==> src/rtl/half_adder_pipe_pkg.sv <==
// Shared definitions for the registered half-adder stage: width limits and
// the handshake action decoded each cycle by the top level.
package half_adder_pipe_pkg;

   localparam int HA_MIN_WIDTH = 1;
   localparam int HA_MAX_WIDTH = 64;

   // What the output register does on the next rising edge.
   typedef enum logic [1:0] {
      HS_IDLE  = 2'd0,  // empty and nothing offered
      HS_LOAD  = 2'd1,  // capture a new operand pair (with or without a drain)
      HS_HOLD  = 2'd2,  // result held under backpressure
      HS_DRAIN = 2'd3   // result consumed, nothing new offered
   } hs_action_e;

   function automatic bit ha_width_ok(input int width);
      return (width >= HA_MIN_WIDTH) && (width <= HA_MAX_WIDTH);
   endfunction

endpackage

==> src/rtl/half_adder_lane.sv <==
// One combinational half-adder lane: sum = a ^ b, carry = a & b.
module half_adder_lane (
   input  logic i_a,
   input  logic i_b,
   output logic o_sum,
   output logic o_carry
);

   assign o_sum   = i_a ^ i_b;
   assign o_carry = i_a & i_b;

endmodule

==> src/rtl/half_adder_pipe.sv <==
// WIDTH independent half-adder lanes followed by a single valid/ready output
// register. Carries never cross lanes.
module half_adder_pipe
   import half_adder_pipe_pkg::*;
#(
   parameter int WIDTH = 1
) (
   input  logic             clk,
   input  logic             rst_n,
   input  logic             in_valid,
   output logic             in_ready,
   input  logic [WIDTH-1:0] a,
   input  logic [WIDTH-1:0] b,
   output logic             out_valid,
   input  logic             out_ready,
   output logic [WIDTH-1:0] sum,
   output logic [WIDTH-1:0] carry
);

   if (!ha_width_ok(WIDTH)) begin : g_width_chk
      $error("half_adder_pipe: WIDTH %0d outside %0d..%0d", WIDTH, HA_MIN_WIDTH, HA_MAX_WIDTH);
   end

   logic [WIDTH-1:0] w_sum;
   logic [WIDTH-1:0] w_carry;
   logic             w_accept;
   hs_action_e       w_action;

   logic [WIDTH-1:0] r_sum;
   logic [WIDTH-1:0] r_carry;
   logic             r_out_valid;

   for (genvar gi = 0; gi < WIDTH; gi++) begin : g_lane
      half_adder_lane u_lane (
         .i_a     (a[gi]),
         .i_b     (b[gi]),
         .o_sum   (w_sum[gi]),
         .o_carry (w_carry[gi])
      );
   end

   // The register frees up in the same cycle the consumer takes the result,
   // which is what allows one result per cycle.
   assign in_ready = !r_out_valid || out_ready;
   assign w_accept = in_valid && in_ready;

   // NOTE: every signal written in always_comb gets a default first, so no
   // path leaves it unassigned and no latch is inferred.
   always_comb begin
      w_action = HS_IDLE;
      if (w_accept) begin
         w_action = HS_LOAD;
      end else if (r_out_valid && out_ready) begin
         w_action = HS_DRAIN;
      end else if (r_out_valid) begin
         w_action = HS_HOLD;
      end
   end

   // NOTE: state is updated with non-blocking assignments so every register
   // samples pre-edge values. The data registers are reset as well as the
   // valid flag, because sum/carry are observable and must never be X.
   always_ff @(posedge clk or negedge rst_n) begin
      if (!rst_n) begin
         r_out_valid <= 1'b0;
         r_sum       <= '0;
         r_carry     <= '0;
      end else begin
         case (w_action)
            HS_LOAD: begin
               r_sum       <= w_sum;
               r_carry     <= w_carry;
               r_out_valid <= 1'b1;
            end
            HS_DRAIN: r_out_valid <= 1'b0;
            default:  ;
         endcase
      end
   end

   assign out_valid = r_out_valid;
   assign sum       = r_sum;
   assign carry     = r_carry;

endmodule

==> config.mk <==
export PLATFORM = sky130hd
export DESIGN_NAME = half_adder_pipe
export DESIGN_NICKNAME = d
export VERILOG_FILES = /design/src/rtl/half_adder_pipe_pkg.sv /design/src/rtl/half_adder_lane.sv /design/src/rtl/half_adder_pipe.sv
export SDC_FILE = /design/constraint.sdc
export NUM_CORES = 1
export LEC_CHECK = 0
export ABC_AREA = 1
export CAP_MARGIN = 20
export CORE_AREA = 2 2 39 41
export CTS_CLUSTER_DIAMETER = 30
export DETAILED_ROUTE_END_ITERATION = 6
export DIE_AREA = 0 0 41 43
export PLACE_DENSITY_LB_ADDON = 0.12
export SETUP_SLACK_MARGIN = 0.2
export SLEW_MARGIN = 0
export SYNTH_ARGS = -nofsm -noshare
export SYNTH_HDL_FRONTEND = slang
export SYNTH_SLANG_ARGS = --single-unit
==> constraint.sdc <==
create_clock -name clk -period 0.9 [get_ports clk]
set_clock_uncertainty 0.2 [all_clocks]
set_input_delay 0.18 -clock clk [delete_from_list [all_inputs] [get_ports clk]]
set_output_delay 0.18 -clock clk [all_outputs]
set_load 0.01 [all_outputs]
==> results of run 1 <==
metal layers:
layer	vias up	track usage [%]	wire (um)
met5	-	0	0
met4	0	8.00	0
met3	0	3.14	44
met2	10	6.25	161
met1	71	4.84	153
li1	80	-	-
power by group:
| part | total (mW) | internal (mW) | switching [mW] |
|---|---|---|---|
| registers | 0.164 | 0.153 | 0.0105 |
| logic | 0.144 | 0.0827 | 0.0609 |
| clock network | 0.238 | 0.166 | 0.0714 |
per-stage QoR:
stage | area, sq um | hold slack (ps) | util, %
after global routing | 318 | -77.1 | 23.0
after global placement | 268 | 178 | 19.3
after CTS | 300 | -75.2 | 21.7
after floorplan | 143 | -316 | -
after detailed placement | 268 | 175 | 19.3
final | 318 | -70.8 | 23.0
area by class of cell:
cell class / count / area [sq um] / area share, %
Timing Repair Buffer: 14 / 114 / 35.8
Inverter: 1 / 3.75 / 1.18
Sequential cell: 3 / 75.1 / 23.6
Clock buffer: 4 / 26.3 / 8.27
Multi-Input combinational cell: 10 / 78.8 / 24.8
Tap cell: 16 / 20.0 / 6.30
path summary, 6_finish.rpt:
kind                                 from         to  slack [ps]  cells past startpoint
worst max-delay path            out_valid   in_ready        -270                      2
worst min-delay path                rst_n  out_valid         -70                      1
min in group clk                        a        sum         220                      4
worst max register to register  out_valid      carry        -250                      6
max in group asynchronous           rst_n        sum         430                      1
worst min register to register        sum        sum         360                      3
kinds of logic (layout without fill, tap and decap cells):
logic type / Yosys count / in the layout / share of synthesized area (%)
simple gates: 9 / 9 / 36.0
fa+ha+maj: 1 / 1 / 8.77
buf+inv: 1 / 19 / 2.63
flops: 3 / 3 / 52.6
placed cells by master (no fill, tap or decap):
master	instances
sky130_fd_sc_hd__buf_2	3
sky130_fd_sc_hd__buf_4	4
sky130_fd_sc_hd__buf_6	2
sky130_fd_sc_hd__clkbuf_1	1
sky130_fd_sc_hd__clkbuf_4	3
sky130_fd_sc_hd__clkdlybuf4s50_1	2
sky130_fd_sc_hd__dfrtp_1	3
sky130_fd_sc_hd__dlygate4sd2_1	3
sky130_fd_sc_hd__ha_1	1
sky130_fd_sc_hd__inv_2	1
sky130_fd_sc_hd__nand2_1	1
sky130_fd_sc_hd__nand2_2	4
sky130_fd_sc_hd__nand2_4	2
sky130_fd_sc_hd__nand3_1	1
sky130_fd_sc_hd__nand3_2	1
flip-flops by register name, indices dropped and copies added (netlist names):
| name | flops |
|---|---|
| carry | 1 |
| out_valid | 1 |
| sum | 1 |
what timing repair did:
item | CTS | global route
gates resized for setup | 22 | 4
setup endpoints to repair | 7 | 7
pin swaps | 2 | 1
endpoints found under the hold margin | 3 | 3
setup buffers | 2 | 1
==> Implementation_results.wiki, run 1 <==
{| class="wikitable"
! Metric !! Value
|-
| Post-synthesis net count || 21
|-
| Dominant cell type by area after synthesis || sky130_fd_sc_hd__dfrtp_1
|-
| Number of non-filler instances in the completed layout || 48
|-
| Final-report max-slew violation count || 0
|-
| Clock edge transition at the registers on the reported setup and hold paths || 40 ps
|-
| Worst Slack Setup Final || -269 ps
|-
| Clk sink count || 3
|-
| Endpoints failing setup || 7
|-
| Total power draw || 0.545 mW
|-
| Routed Antenna Nets || 0
|-
| Synthesized instance count || 14
|-
| Starting DRT DRC Count || 2
|-
| Final global-route overflow total || 0
|-
| Netlist area before placement || 143 sq um
|-
| Clock period minus worst slack || 1170 ps
|-
| Status || finished with violations
|-
| Max-cap violations || 0
|-
| Path type of the worst min-delay path || in2async
|-
| Sum of net half-perimeters after detailed placement || 257 um
|-
| Critical Path, Cell by Cell || nand2_4 -> buf_6
|-
| Pin count of the biggest net entering global routing || 5
|-
| CTS tree || done
|-
| Worst setup slack before clock tree synthesis || -762 ps
|-
| Number of clock buffers inserted by TritonCTS || 3
|-
| Die width || 41 um
|-
| Max Root-Sink Buffers || 2
|-
| Top achievable clock speed || 855 MHz
|-
| Distinct cell type count after synthesis || 6
|-
| Number of storage elements in the synthesis netlist || 3
|-
| Number of endpoints with negative hold slack in the final report || 3
|-
| Detailed-route wire length per cell || 7.48 um
|-
| CTS Root Cell || sky130_fd_sc_hd__clkbuf_4
|-
| Post-detailed-routing wire length || 359 um
|-
| Commonest cells post-synth || 5 x sky130_fd_sc_hd__nand2_1, 3 x sky130_fd_sc_hd__dfrtp_1, 2 x sky130_fd_sc_hd__nand2_4, 2 x sky130_fd_sc_hd__nand3_1
|-
| Count of flip-flops with a built-in enable after synthesis || 0
|-
| Maximum fanout along the worst path || 2
|-
| Final #Nets || 40
|-
| Setup repair after global routing missed its margin || yes
|-
| Cell family with most CP delay || flip-flops
|-
| Worst VDD drop || 0.352 mV
|-
| Total routing resource utilization after global routing || 5.33%
|-
| Sum Neg Setup Slack || -1640 ps
|-
| Number of global-route vias before repair || 152
|-
| Vias after detailed routing || 161
|-
| Most common cell in the netlist || sky130_fd_sc_hd__nand2_1
|-
| Syn avg cell area || 10.2 sq um
|-
| Number of vias per cell after detailed routing || 3.35
|-
| Clock Latency Late Sink || 230 ps
|-
| Start-to-end type of the worst setup path || reg2out
|-
| Top_reg_cell synth || sky130_fd_sc_hd__dfrtp_1
|-
| Wire length of the first global-routing pass || 545 um
|-
| Number of I/O port buffers || 9
|-
| Crit path capture type || primary output
|-
| Proportion of synthesized chip area in sequential cells || 52.6%
|-
| Remaining design rule violation count || 0
|-
| Layout filler cell count || 163
|-
| Area overhead of the layout relative to synthesis || 123%
|-
| Cells after DPL || 41
|-
| Maximum cell stage delay along the critical path || 400 ps
|-
| Drt first pass iters || 2
|-
| Layout cell share with drive strength beyond 1 || 62.5%
|-
| Smallest hold slack || -70.8 ps
|-
| Slew margin rel. || 87.1%
|-
| Synthesis warning total || 0
|-
| Die area || 0.00176 sq mm
|-
| Leak pwr || 0.168 nW
|-
| Routability congestion estimate from global placement || 0.563
|-
| Tightest Pin Transition || 194 ps
|-
| Worst EP arrival || 790 ps
|-
| Number of top-level pins || 10
|-
| Antenna diode count || 0
|-
| Required time of the critical path || 520 ps
|-
| Cell Pwr Density || 1710 mW/mm^2
|-
| Initial antenna violation count || 0
|-
| Post-route fraction of the period consumed by the critical path || 130%
|-
| CP Launch Type || register
|-
| Top cell type's share of synthesized area || 52.6%
|-
| Std-Cell Core Area || 0.00138 sq mm
|-
| Failing checks || negative hold slack, negative setup slack
|-
| Crit path buffers/inverters || 1
|-
| Starting Density || 10.3%
|-
| Row cnt || 14
|-
| Share of synthesized registers carrying an async set or reset || 100%
|-
| Crit-path slowest cell || sky130_fd_sc_hd__dfrtp_1
|-
| Clock H-tree levels || 1
|-
| Vertical die dimension || 43 um
|-
| Area contributors post-synth || sky130_fd_sc_hd__dfrtp_1 53%, sky130_fd_sc_hd__nand2_4 16%, sky130_fd_sc_hd__nand2_1 13%
|}
Power figures use the tool's default switching activity.
==> run 2: changes to the inputs <==
Settings changed: GPL_ROUTABILITY_DRIVEN from default to 0.
==> results of run 2 <==
No change in the layout: final DEF, timing and power equal those of run 1.
==> run 3: changes to the inputs <==
Settings changed: CAP_MARGIN 20 to default, SETUP_SLACK_MARGIN 0.2 to 0.3.
==> results of run 3 <==
No change in the layout: final DEF, timing and power equal those of run 1.
